==> src/rtl/alu_exec_stage_pkg.sv <==
// Shared constants for the execute stage: ALU select codes, ALUOp and funct encodings.
package alu_exec_stage_pkg;

   // ALU select (S) encodings understood by the ALU
   localparam logic [2:0] ALU_AND = 3'b000;
   localparam logic [2:0] ALU_OR  = 3'b001;
   localparam logic [2:0] ALU_ADD = 3'b010;
   localparam logic [2:0] ALU_SUB = 3'b110;
   localparam logic [2:0] ALU_SLT = 3'b111;

   // ALUOp codes from the decoder
   localparam logic [1:0] OP_ADD   = 2'b00;
   localparam logic [1:0] OP_SUB   = 2'b01;
   localparam logic [1:0] OP_RTYPE = 2'b10;

   // R-type funct codes
   localparam logic [5:0] FN_ADD = 6'b100000;
   localparam logic [5:0] FN_SUB = 6'b100010;
   localparam logic [5:0] FN_AND = 6'b100100;
   localparam logic [5:0] FN_OR  = 6'b100101;
   localparam logic [5:0] FN_SLT = 6'b101010;

endpackage

==> src/rtl/alu_exec_stage_alu.sv <==
// Combinational ALU (A, B, S -> O, Zero) with [0:DATA_W-1] bit order.
module alu
   import alu_exec_stage_pkg::*;
#(
   parameter int DATA_W = 32
) (
   input  logic [0:DATA_W-1] a,
   input  logic [0:DATA_W-1] b,
   input  logic [2:0]        s,
   output logic [0:DATA_W-1] o,
   output logic              zero
);

   // Operation select; add/sub wrap at DATA_W, slt compares as signed
   always_comb begin
      o = {DATA_W{1'b0}};
      case (s)
         ALU_AND: o = a & b;
         ALU_OR:  o = a | b;
         ALU_ADD: o = a + b;
         ALU_SUB: o = a - b;
         ALU_SLT: o = ($signed(a) < $signed(b)) ? {{(DATA_W-1){1'b0}}, 1'b1}
                                                : {DATA_W{1'b0}};
         default: o = {DATA_W{1'b0}};
      endcase
   end

   assign zero = (o == {DATA_W{1'b0}});

endmodule

==> src/rtl/alu_exec_stage_ctrl.sv <==
// ALU control: maps alu_op/funct to the 3-bit ALU select and flags undecodable ops.
module alu_ctrl
   import alu_exec_stage_pkg::*;
(
   input  logic [1:0] alu_op,
   input  logic [5:0] funct,
   output logic [2:0] sel,
   output logic       illegal
);

   // Decode; unknown encodings fall back to add so the op still produces A+B
   always_comb begin
      sel     = ALU_ADD;
      illegal = 1'b0;
      case (alu_op)
         OP_ADD: sel = ALU_ADD;
         OP_SUB: sel = ALU_SUB;
         OP_RTYPE: begin
            case (funct)
               FN_ADD:  sel = ALU_ADD;
               FN_SUB:  sel = ALU_SUB;
               FN_AND:  sel = ALU_AND;
               FN_OR:   sel = ALU_OR;
               FN_SLT:  sel = ALU_SLT;
               default: begin
                  sel     = ALU_ADD;
                  illegal = 1'b1;
               end
            endcase
         end
         default: begin
            sel     = ALU_ADD;
            illegal = 1'b1;
         end
      endcase
   end

endmodule

==> src/rtl/alu_exec_stage.sv <==
// Two-stage execute pipeline: ID/EX operand register, ALU, EX/MEM result register,
// valid/ready on both sides, flush kills everything in flight.
module alu_exec_stage
   import alu_exec_stage_pkg::*;
#(
   parameter int DATA_W = 32
) (
   input  logic              clk,
   input  logic              rst_n,
   input  logic              in_valid,
   output logic              in_ready,
   input  logic [1:0]        alu_op,
   input  logic [5:0]        funct,
   input  logic [0:DATA_W-1] rs_val,
   input  logic [0:DATA_W-1] rt_val,
   input  logic [0:DATA_W-1] imm,
   input  logic              alu_src,
   input  logic              flush,
   output logic              out_valid,
   input  logic              out_ready,
   output logic [0:DATA_W-1] result,
   output logic              zero,
   output logic              illegal
);

   logic [2:0]        sel_s;
   logic              ill_dec_s;
   logic [0:DATA_W-1] b_mux_s;
   logic [0:DATA_W-1] alu_o_s;
   logic              alu_zero_s;
   logic              adv1_s;
   logic              adv2_s;

   logic [0:DATA_W-1] a_r;
   logic [0:DATA_W-1] b_r;
   logic [2:0]        sel_r;
   logic              ill1_r;
   logic              v1_r;
   logic [0:DATA_W-1] result_r;
   logic              zero_r;
   logic              ill2_r;
   logic              v2_r;

   alu_ctrl u_ctrl (
      .alu_op  (alu_op),
      .funct   (funct),
      .sel     (sel_s),
      .illegal (ill_dec_s)
   );

   assign b_mux_s = alu_src ? imm : rt_val;

   // A stage advances when it is empty or its successor advances
   assign adv2_s   = !v2_r || out_ready;
   assign adv1_s   = !v1_r || adv2_s;
   assign in_ready = adv1_s;

   // ID/EX register: capture decoded operands on accept; flush empties the stage
   always_ff @(posedge clk or negedge rst_n) begin
      if (!rst_n) begin
         v1_r   <= 1'b0;
         a_r    <= {DATA_W{1'b0}};
         b_r    <= {DATA_W{1'b0}};
         sel_r  <= ALU_ADD;
         ill1_r <= 1'b0;
      end else if (flush) begin
         v1_r <= 1'b0;
      end else if (adv1_s) begin
         v1_r <= in_valid;
         if (in_valid) begin
            a_r    <= rs_val;
            b_r    <= b_mux_s;
            sel_r  <= sel_s;
            ill1_r <= ill_dec_s;
         end
      end
   end

   alu #(.DATA_W(DATA_W)) u_alu (
      .a    (a_r),
      .b    (b_r),
      .s    (sel_r),
      .o    (alu_o_s),
      .zero (alu_zero_s)
   );

   // EX/MEM register: holds its result while downstream stalls
   always_ff @(posedge clk or negedge rst_n) begin
      if (!rst_n) begin
         v2_r     <= 1'b0;
         result_r <= {DATA_W{1'b0}};
         zero_r   <= 1'b0;
         ill2_r   <= 1'b0;
      end else if (flush) begin
         v2_r <= 1'b0;
      end else if (adv2_s) begin
         v2_r <= v1_r;
         if (v1_r) begin
            result_r <= alu_o_s;
            zero_r   <= alu_zero_s;
            ill2_r   <= ill1_r;
         end
      end
   end

   assign out_valid = v2_r;
   assign result    = result_r;
   assign zero      = zero_r;
   assign illegal   = ill2_r;

endmodule

==> config.mk <==
export PLATFORM = sky130hd
export DESIGN_NAME = alu_exec_stage
export DESIGN_NICKNAME = d
export VERILOG_FILES = /design/src/rtl/alu_exec_stage_pkg.sv /design/src/rtl/alu_exec_stage_alu.sv /design/src/rtl/alu_exec_stage_ctrl.sv /design/src/rtl/alu_exec_stage.sv
export SDC_FILE = /design/constraint.sdc
export NUM_CORES = 1
export LEC_CHECK = 0
export BUFFER_PORTS_ARGS = -buffer_cell sky130_fd_sc_hd__buf_2
export CORE_ASPECT_RATIO = 1.75
export CORE_MARGIN = 3
export CORE_UTILIZATION = 53
export DETAILED_ROUTE_END_ITERATION = 10
export PLACE_DENSITY = 0.78
export SLEW_MARGIN = 20
export SYNTH_ARGS = -nofsm -noshare
export SYNTH_HDL_FRONTEND = slang
export SYNTH_SLANG_ARGS = --single-unit
==> constraint.sdc <==
create_clock -name clk -period 3.4 [get_ports clk]
set_input_delay 0.17 -clock clk [delete_from_list [all_inputs] [get_ports clk]]
set_output_delay 0.17 -clock clk [all_outputs]
set_load 0.005 [all_outputs]
==> summary.md, run 1 <==
| Metric | Value |
|---|---|
| Outcome | `finished with violations` |
| Violated checks | `setup timing` |
| Min cycle time layout | `3520 ps` |
| Via density | `5.81` |
| # IOs | `146` |
| P&R area growth vs syn | `35.4%` |
| GRT Overall Usage | `0.332` |
| Ys Warns | `0` |
| Final core utilization | `0.739` |
| Core ar. | `0.0171 sq mm` |
| Worst Hold Endpoint | `a_r[6]$_DFFE_PN0P_` |
| Worst reg2reg setup slack | `-120 ps` |
| Worst slack, placed | `-394 ps` |
| Largest net degree at the start of global routing | `63` |
| Area leader, netlist | `dfrtp_1` |
| Worst-Margin Slew | `1110 ps` |
| DR pass1 iterations | `5` |
| # diodes | `0` |
| Post-synthesis cell count | `1099` |
| Slew Limit Fails | `0` |
| Most numerous cell in the Yosys netlist | `inv_1` |
| Top cells by count, synth | `108 x inv_1, 104 x ha_1, 103 x dfrtp_1, 90 x a21oi_1, 81 x nand2_1` |
| Num Clock Sinks | `104` |
| Worst-path clk slew | `80 ps` |
| Vert. Die Dim | `182 microns` |
| Period utilisation layout | `1.04` |
| Post-DR wirelength/cell | `19.8 microns` |
| Cell variety after synth | `81` |
| Initial core utilization | `0.546` |
| Crit path kind | `flip-flop to flip-flop` |
| Cell depth of the worst hold path | `2` |
| Worst-Skew Late Latency | `380 ps` |
| Main synth FF type | `dfrtp_1` |
| Number of DRC violations after detailed routing | `0` |
| Worst Path Arrival | `3810 ps` |
| Fillers | `1338` |
| Reg2reg path depth | `17` |
| Ratio of cells with drive above 1 in the final layout | `0.371` |
| WP data required | `3680 ps` |
| Grt ovf | `0` |
| Area share of the largest cell type after synthesis | `0.276` |
| Ys async rst share | `1.00` |
| Endpoints failing setup | `2` |
| Initial antenna violation count | `0` |
| Maxcap violations | `0` |
| Peak VDD IR | `0.404 mV` |
| RR Endpoint | `zero$_DFFE_PN0P_` |
| CTS tree | `built` |
| FP Rows | `63` |
| Die width | `106 microns` |
| CTS Root Cell | `clkbuf_16` |
| Hold Path Class | `input port to flip-flop` |
| CP max stage cell | `dfrtp_1` |
| Post-DP HPWL | `25400 microns` |
| Clock Skew | `10.9 ps` |
| Vias in the first global route | `9942` |
| H-tree depth | `3` |
| Buffers on Ports | `145` |
| Ranking of synthesized cells by area | `dfrtp_1 28%, ha_1 14%, mux2i_1 5.8%, mux2_2 5.5%, a21oi_1 4.8%` |
| Clock Tree Buf Depth | `2` |
| P per Cell Area | `558 mW/mm^2` |
| TNS Setup | `-123 ps` |
| Reg2reg start | `b_r[29]$_DFFE_PN0P_` |
| Register area share after synthesis | `0.279` |
| Largest stage delay on the critical path | `370 ps` |
| Crit Path Max Fanout | `5` |
| DIE AREA | `0.0193 sq mm` |
| DRT Wirelength | `32800 microns` |
| Synth Net Count | `1315` |
| Tot Pwr | `7.05 mW` |
| Slew headroom | `0.263` |
| Hold path startpoint | `rs_val[6]` |
| Final worst slack | `-123 ps` |
| RSZ-0062 raised after global routing | `true` |
| Startpoint Class | `flip-flop` |
| Critical path endpoint category | `flip-flop` |
| Iteration-0 DRC Markers | `551` |
| First-pass GRT wire length | `50200 microns` |
| Via count | `9653` |
| Leakage power total | `6.09 nW` |
| GP Congestion | `1.01` |
| Avg Inst Size Synth | `8.49 sq um` |
| Post-synth EDFFs | `0` |
| Fin. Hold Viols | `0` |
| Critical Path, Cell by Cell | `inv_1 -> ha_4 -> buf_6 -> o21bai_1 -> buf_4 -> a2111oi_4 -> buf_4 -> nor3_4 -> buf_6 -> nor2_4 -> o221ai_4 -> a21o_1 -> a21oi_2 -> mux2_4 -> a211oi_4 -> nand2_1 -> o41ai_2` |
| Antenna Violating Nets Remaining | `0` |
| Nets@finish | `1645` |
| Post-Syn Area | `0.00933 sq mm` |
| Fmax | `284 MHz` |
| Register bit total from synthesis | `104` |
| CTS Buf Count | `9` |
==> power by group <==
group | switching [mW] | internal (mW)
logic | 2.27 | 2.04
registers | 0.186 | 1.50
clock network | 0.531 | 0.534
total | 2.98 | 4.07
==> layout make-up <==
| class | count | area (sq um) | area share |
|---|---|---|---|
| clock buffers | 10 | 239 | 0.0189 |
| clock inverters | 6 | 60.1 | 0.00475 |
| inverters | 109 | 409 | 0.0324 |
| multi-input cells | 821 | 6460 | 0.511 |
| flip-flops and latches | 104 | 2610 | 0.206 |
| well taps | 227 | 284 | 0.0225 |
| repair buffers | 384 | 2580 | 0.204 |
==> worst max-delay path by stage <==
stage                             start          endpoint  slack [ps]  cells after the start
finish              b_r[29]$_DFFE_PN0P_  zero$_DFFE_PN0P_        -120                     17
global route        a_r[31]$_DFFE_PN0P_  zero$_DFFE_PN0P_        -380                     16
CTS                 a_r[30]$_DFFE_PN0P_  zero$_DFFE_PN0P_         -30                     14
detailed placement  b_r[27]$_DFFE_PN0P_  zero$_DFFE_PN0P_        -390                     15
global placement    b_r[27]$_DFFE_PN0P_  zero$_DFFE_PN0P_        -300                     15
floorplan           a_r[18]$_DFFE_PN0P_  zero$_DFFE_PN0P_         230                     14
==> state kept, by name, summed over array words and instances, names as in the netlist <==
| signal | cells |
|---|---|
| a_r | 32 |
| b_r | 32 |
| ill1_r | 1 |
| illegal | 1 |
| out_valid | 1 |
| result | 32 |
| sel_r | 3 |
| v1_r | 1 |
| zero | 1 |
==> per-stage QoR <==
step | instances | instance area [sq um] | hold slack [ps]
after floorplan | 1099 | 9330 | -126
after global placement | 1633 | 11800 | 208
after detailed placement | 1633 | 11800 | 215
after CTS | 1658 | 12400 | 13.6
after global routing | 1661 | 12600 | 22.3
final | 1661 | 12600 | 15.6
==> critical path: cells and delay by family, from the launching register on <==
family,cells,cell delay [ps]
compound gates,7,1440
flops,1,370
buf+inv,5,710
simple gates,3,280
fa+ha+maj,1,310
mux,1,330
==> routing by layer <==
layer / share of wire / track usage / vias up
met5: 0 / 0 / -
met4: 0.077 / 0.242 / 0
met3: 0.042 / 0.0413 / 135
met2: 0.55 / 0.633 / 353
met1: 0.33 / 0.318 / 4602
li1: - / - / 4563
==> cells in the final DEF, fill, tap and decap left out, drive strengths merged, types with 4 or more instances in the layout <==
cell type,count
nor3,23
o21a,4
nor3b,6
a2111oi,10
nor2,76
clkinv,4
nand2,81
nand4,18
o22ai,11
a211oi,20
a22oi,5
a21oi,92
nor4,12
nand3,15
and3,6
a21o,13
ha,104
a221oi,5
nand2b,14
mux2,46
mux2i,54
o311ai,5
buf,382
and2,7
a31oi,5
nor2b,6
clkbuf,10
o31ai,12
dfrtp,103
o211ai,13
xnor2,23
or3,5
o21ai,72
o21bai,10
inv,111
==> what timing repair did <==
item	in CTS	in global routing
endpoints found under the setup margin	4	6
buffers inserted	7	5
pin swaps	18	29
resized for setup	41	49
hold buffers	2	0
hold endpoints to repair	47	0
==> kinds of logic after synthesis <==
group | share of synthesized area
buffers and inverters | 0.0729
flip-flops | 0.279
AO/OA/AOI/OAI | 0.222
adder cells (fa/ha/maj) | 0.144
XOR/XNOR | 0.0235
AND/OR/NAND/NOR | 0.146
multiplexers | 0.113
Power figures use the tool's default switching activity.
==> run 2: changes to the inputs <==
--- a/config.mk
+++ b/config.mk
@@ -5,7 +5,7 @@
 export SDC_FILE = /design/constraint.sdc
 export NUM_CORES = 1
 export LEC_CHECK = 0
-export BUFFER_PORTS_ARGS = -buffer_cell sky130_fd_sc_hd__buf_2
+export BUFFER_PORTS_ARGS = -buffer_cell sky130_fd_sc_hd__buf_4
 export CORE_ASPECT_RATIO = 1.75
 export CORE_MARGIN = 3
 export CORE_UTILIZATION = 53
==> run 2 against run 1 <==
Compared with the run above: largest cell class unchanged; critical path depth fell by 2; final cell count rose by 0.78%; the flow still finishes with violations (setup timing); power rose by 2.5%; setup slack got worse by 89 ps; critical path type unchanged; largest power group unchanged; critical endpoint unchanged; sequential share of layout area fell by 0.72 points.
==> summary.md, run 2 (synthesized netlist as in run 1, its figures left out) <==
| Metric | Value |
|---|---|
| Clock Tree Buf Depth | `2 (unchanged)` |
| First-pass GRT wire length | `51900 microns (+3.4%)` |
| Leakage power total | `6.26 nW (+2.9%)` |
| Final Cell Area | `0.0131 sq mm (+3.6%)` |
| CTS Root Cell | `clkbuf_16` |
| CTS Buf Count | `9 (unchanged)` |
| Final worst slack | `-211 ps (-88.5 ps)` |
| Met2 Resource Use GR | `0.651 (+0.0185)` |
| Crit Path Max Fanout | `3 (-2)` |
| Iteration-0 DRC Markers | `661 (+20%)` |
| Endpoints failing setup | `4 (+2)` |
| Vert. Die Dim | `182 microns (unchanged)` |
| Slew headroom | `0.576 (+0.313)` |
| WP data required | `3680 ps (about the same)` |
| Violated checks | `setup timing` |
| Die width | `106 microns (unchanged)` |
| FP Rows | `63 (unchanged)` |
| Peak VDD IR | `0.497 mV (+23%)` |
| Most used routing layer | `met2` |
| Most frequent cells in the layout | `390 x buf_4, 107 x inv_1, 102 x dfrtp_1` |
| Worst-path clk slew | `80 ps (about the same)` |
| Ratio of cells with drive above 1 in the final layout | `0.375 (+0.00358)` |
| Largest net degree at the start of global routing | `105 (+67%)` |
| Crit path kind | `flip-flop to flip-flop` |
| # IOs | `146 (unchanged)` |
| Fin. Hold Viols | `0 (unchanged)` |
| GP Congestion | `1.04 (+3.1%)` |
| Nets@finish | `1658 (+0.79%)` |
| Slew Limit Fails | `0 (unchanged)` |
| Min cycle time layout | `3610 ps (+88.5 ps)` |
| Met3 Usage GRT | `0.0455 (+0.00427)` |
| Clock Skew | `14.6 ps (+3.70 ps)` |
| Worst Path Arrival | `3890 ps (+80 ps)` |
| Met1 Usage GRT | `0.329 (+0.0112)` |
| Core ar. | `0.0171 sq mm (unchanged)` |
| Hold_ws | `24.0 ps (+8.46 ps)` |
| DRT Wirelength | `33300 microns (+1.5%)` |
| Placed cells | `1640 (+0.43%)` |
| Fmax | `277 MHz (-2.5%)` |
| P&R area growth vs syn | `40.3%` |
| Final cell count without fillers | `1674 (+0.78%)` |
| Fillers | `1277 (-4.6%)` |
| CTS tree | `built` |
| DIE AREA | `0.0193 sq mm (unchanged)` |
| Via count | `9892 (+2.5%)` |
| Via density | `5.91 (+1.7%)` |
| Hold Path Class | `input port to flip-flop` |
| DP Area | `0.0122 sq mm (+3.4%)` |
| CP dominant cell by count | `buf_4` |
| Worst-Skew Late Latency | `380 ps (about the same)` |
| Vias in the first global route | `10300 (+4.0%)` |
| DR pass1 iterations | `5 (unchanged)` |
| RSZ-0062 raised after global routing | `true` |
| Startpoint Class | `flip-flop` |
| Most common cell after layout, fill and taps aside | `buf_4` |
| Worst-Margin Slew | `636 ps (-470 ps)` |
| CP max stage cell | `dfrtp_1` |
| Critical Path, Cell by Cell | `ha_4 -> fa_2 -> a21o_1 -> a221o_2 -> buf_4 -> a31oi_4 -> a211o_1 -> a311o_1 -> a21oi_2 -> xnor2_1 -> o21ai_2 -> nor4_2 -> buf_4 -> nand4_1 -> o41ai_2` |
| Buffers & Inverters on Critical Path | `2 (-3)` |
| # diodes | `0 (unchanged)` |
| Post-DR wirelength/cell | `19.9 microns (+0.70%)` |
| Largest stage delay on the critical path | `420 ps (+50 ps)` |
| Num Clock Sinks | `104 (unchanged)` |
| Buffers on Ports | `145 (unchanged)` |
| Maxcap violations | `0 (unchanged)` |
| Antenna Violating Nets Remaining | `0 (unchanged)` |
| Critical path's top delay family | `compound AO/OA/AOI/OAI gates` |
| Grt ovf | `0 (unchanged)` |
| Period utilisation layout | `1.06 (+0.0260)` |
| Initial antenna violation count | `0 (unchanged)` |
| Initial core utilization | `0.546 (unchanged)` |
| GRT Overall Usage | `0.342 (+0.00975)` |
| Outcome | `finished with violations` |
| Number of DRC violations after detailed routing | `0 (unchanged)` |
| Post-DP HPWL | `25900 microns (+2.0%)` |
| P per Cell Area | `552 mW/mm^2 (-1.0%)` |
| H-tree depth | `3 (unchanged)` |
| Critical path endpoint category | `flip-flop` |
## run 2: area by class of cell
class                   count  area [sq um]  area share
inverters                 109           409      0.0312
multi-input cells         821          6490       0.495
clock buffers               9           225      0.0172
repair buffers            397          3020       0.231
flip-flops and latches    104          2610       0.199
clock inverters             7          65.1     0.00497
well taps                 227           284      0.0217
## run 2: layer usage
metal | part of all wire | vias to the layer above
li1 | - | 4589
met1 | 0.34 | 4752
met2 | 0.55 | 396
met3 | 0.038 | 155
met4 | 0.076 | 0
met5 | 0 | -
## run 2: final timing paths
| kind | from | endpoint | slack (ps) | cells after the start |
|---|---|---|---|---|
| min in group asynchronous | rst_n | a_r[9]$_DFFE_PN0P_ | 320 | 2 |
| worst min register to register | ill1_r$_DFFE_PN0P_ | ill1_r$_DFFE_PN0P_ | 480 | 2 |
| worst max register to register | a_r[31]$_DFFE_PN0P_ | zero$_DFFE_PN0P_ | -210 | 15 |
| worst max-delay path | a_r[31]$_DFFE_PN0P_ | zero$_DFFE_PN0P_ | -210 | 15 |
| max in group asynchronous | rst_n | sel_r[0]$_DFFE_PN0P_ | 2190 | 3 |
| worst min-delay path | rs_val[5] | a_r[5]$_DFFE_PN0P_ | 20 | 2 |
## run 2: repair_timing
item,4_1_cts,5_1_grt
endpoints found under the setup margin,6,7
buffers inserted,6,12
hold buffers,2,0
gates resized for setup,48,37
endpoints found under the hold margin,40,0
pin swaps,26,21
## run 2: through the flow
step / power [mW] / util / setup slack, ps / setup TNS (ps)
2_1_floorplan: 3.73 / - / 229 / 0
3_3_place_gp: 5.68 / 0.715 / -460 / -809
3_5_place_dp: 5.76 / 0.715 / -507 / -895
4_1_cts: 6.99 / 0.750 / -139 / -139
5_1_grt: 7.61 / 0.766 / -333 / -895
6_report: 7.23 / 0.766 / -211 / -286
## run 2: power breakdown
| part | internal [mW] | total (mW) | switching, mW |
|---|---|---|---|
| Sequential | 1.50 | 1.69 | 0.190 |
| Clock | 0.513 | 1.05 | 0.537 |
| Combinational | 2.19 | 4.49 | 2.30 |
| Total | 4.20 | 7.23 | 3.03 |
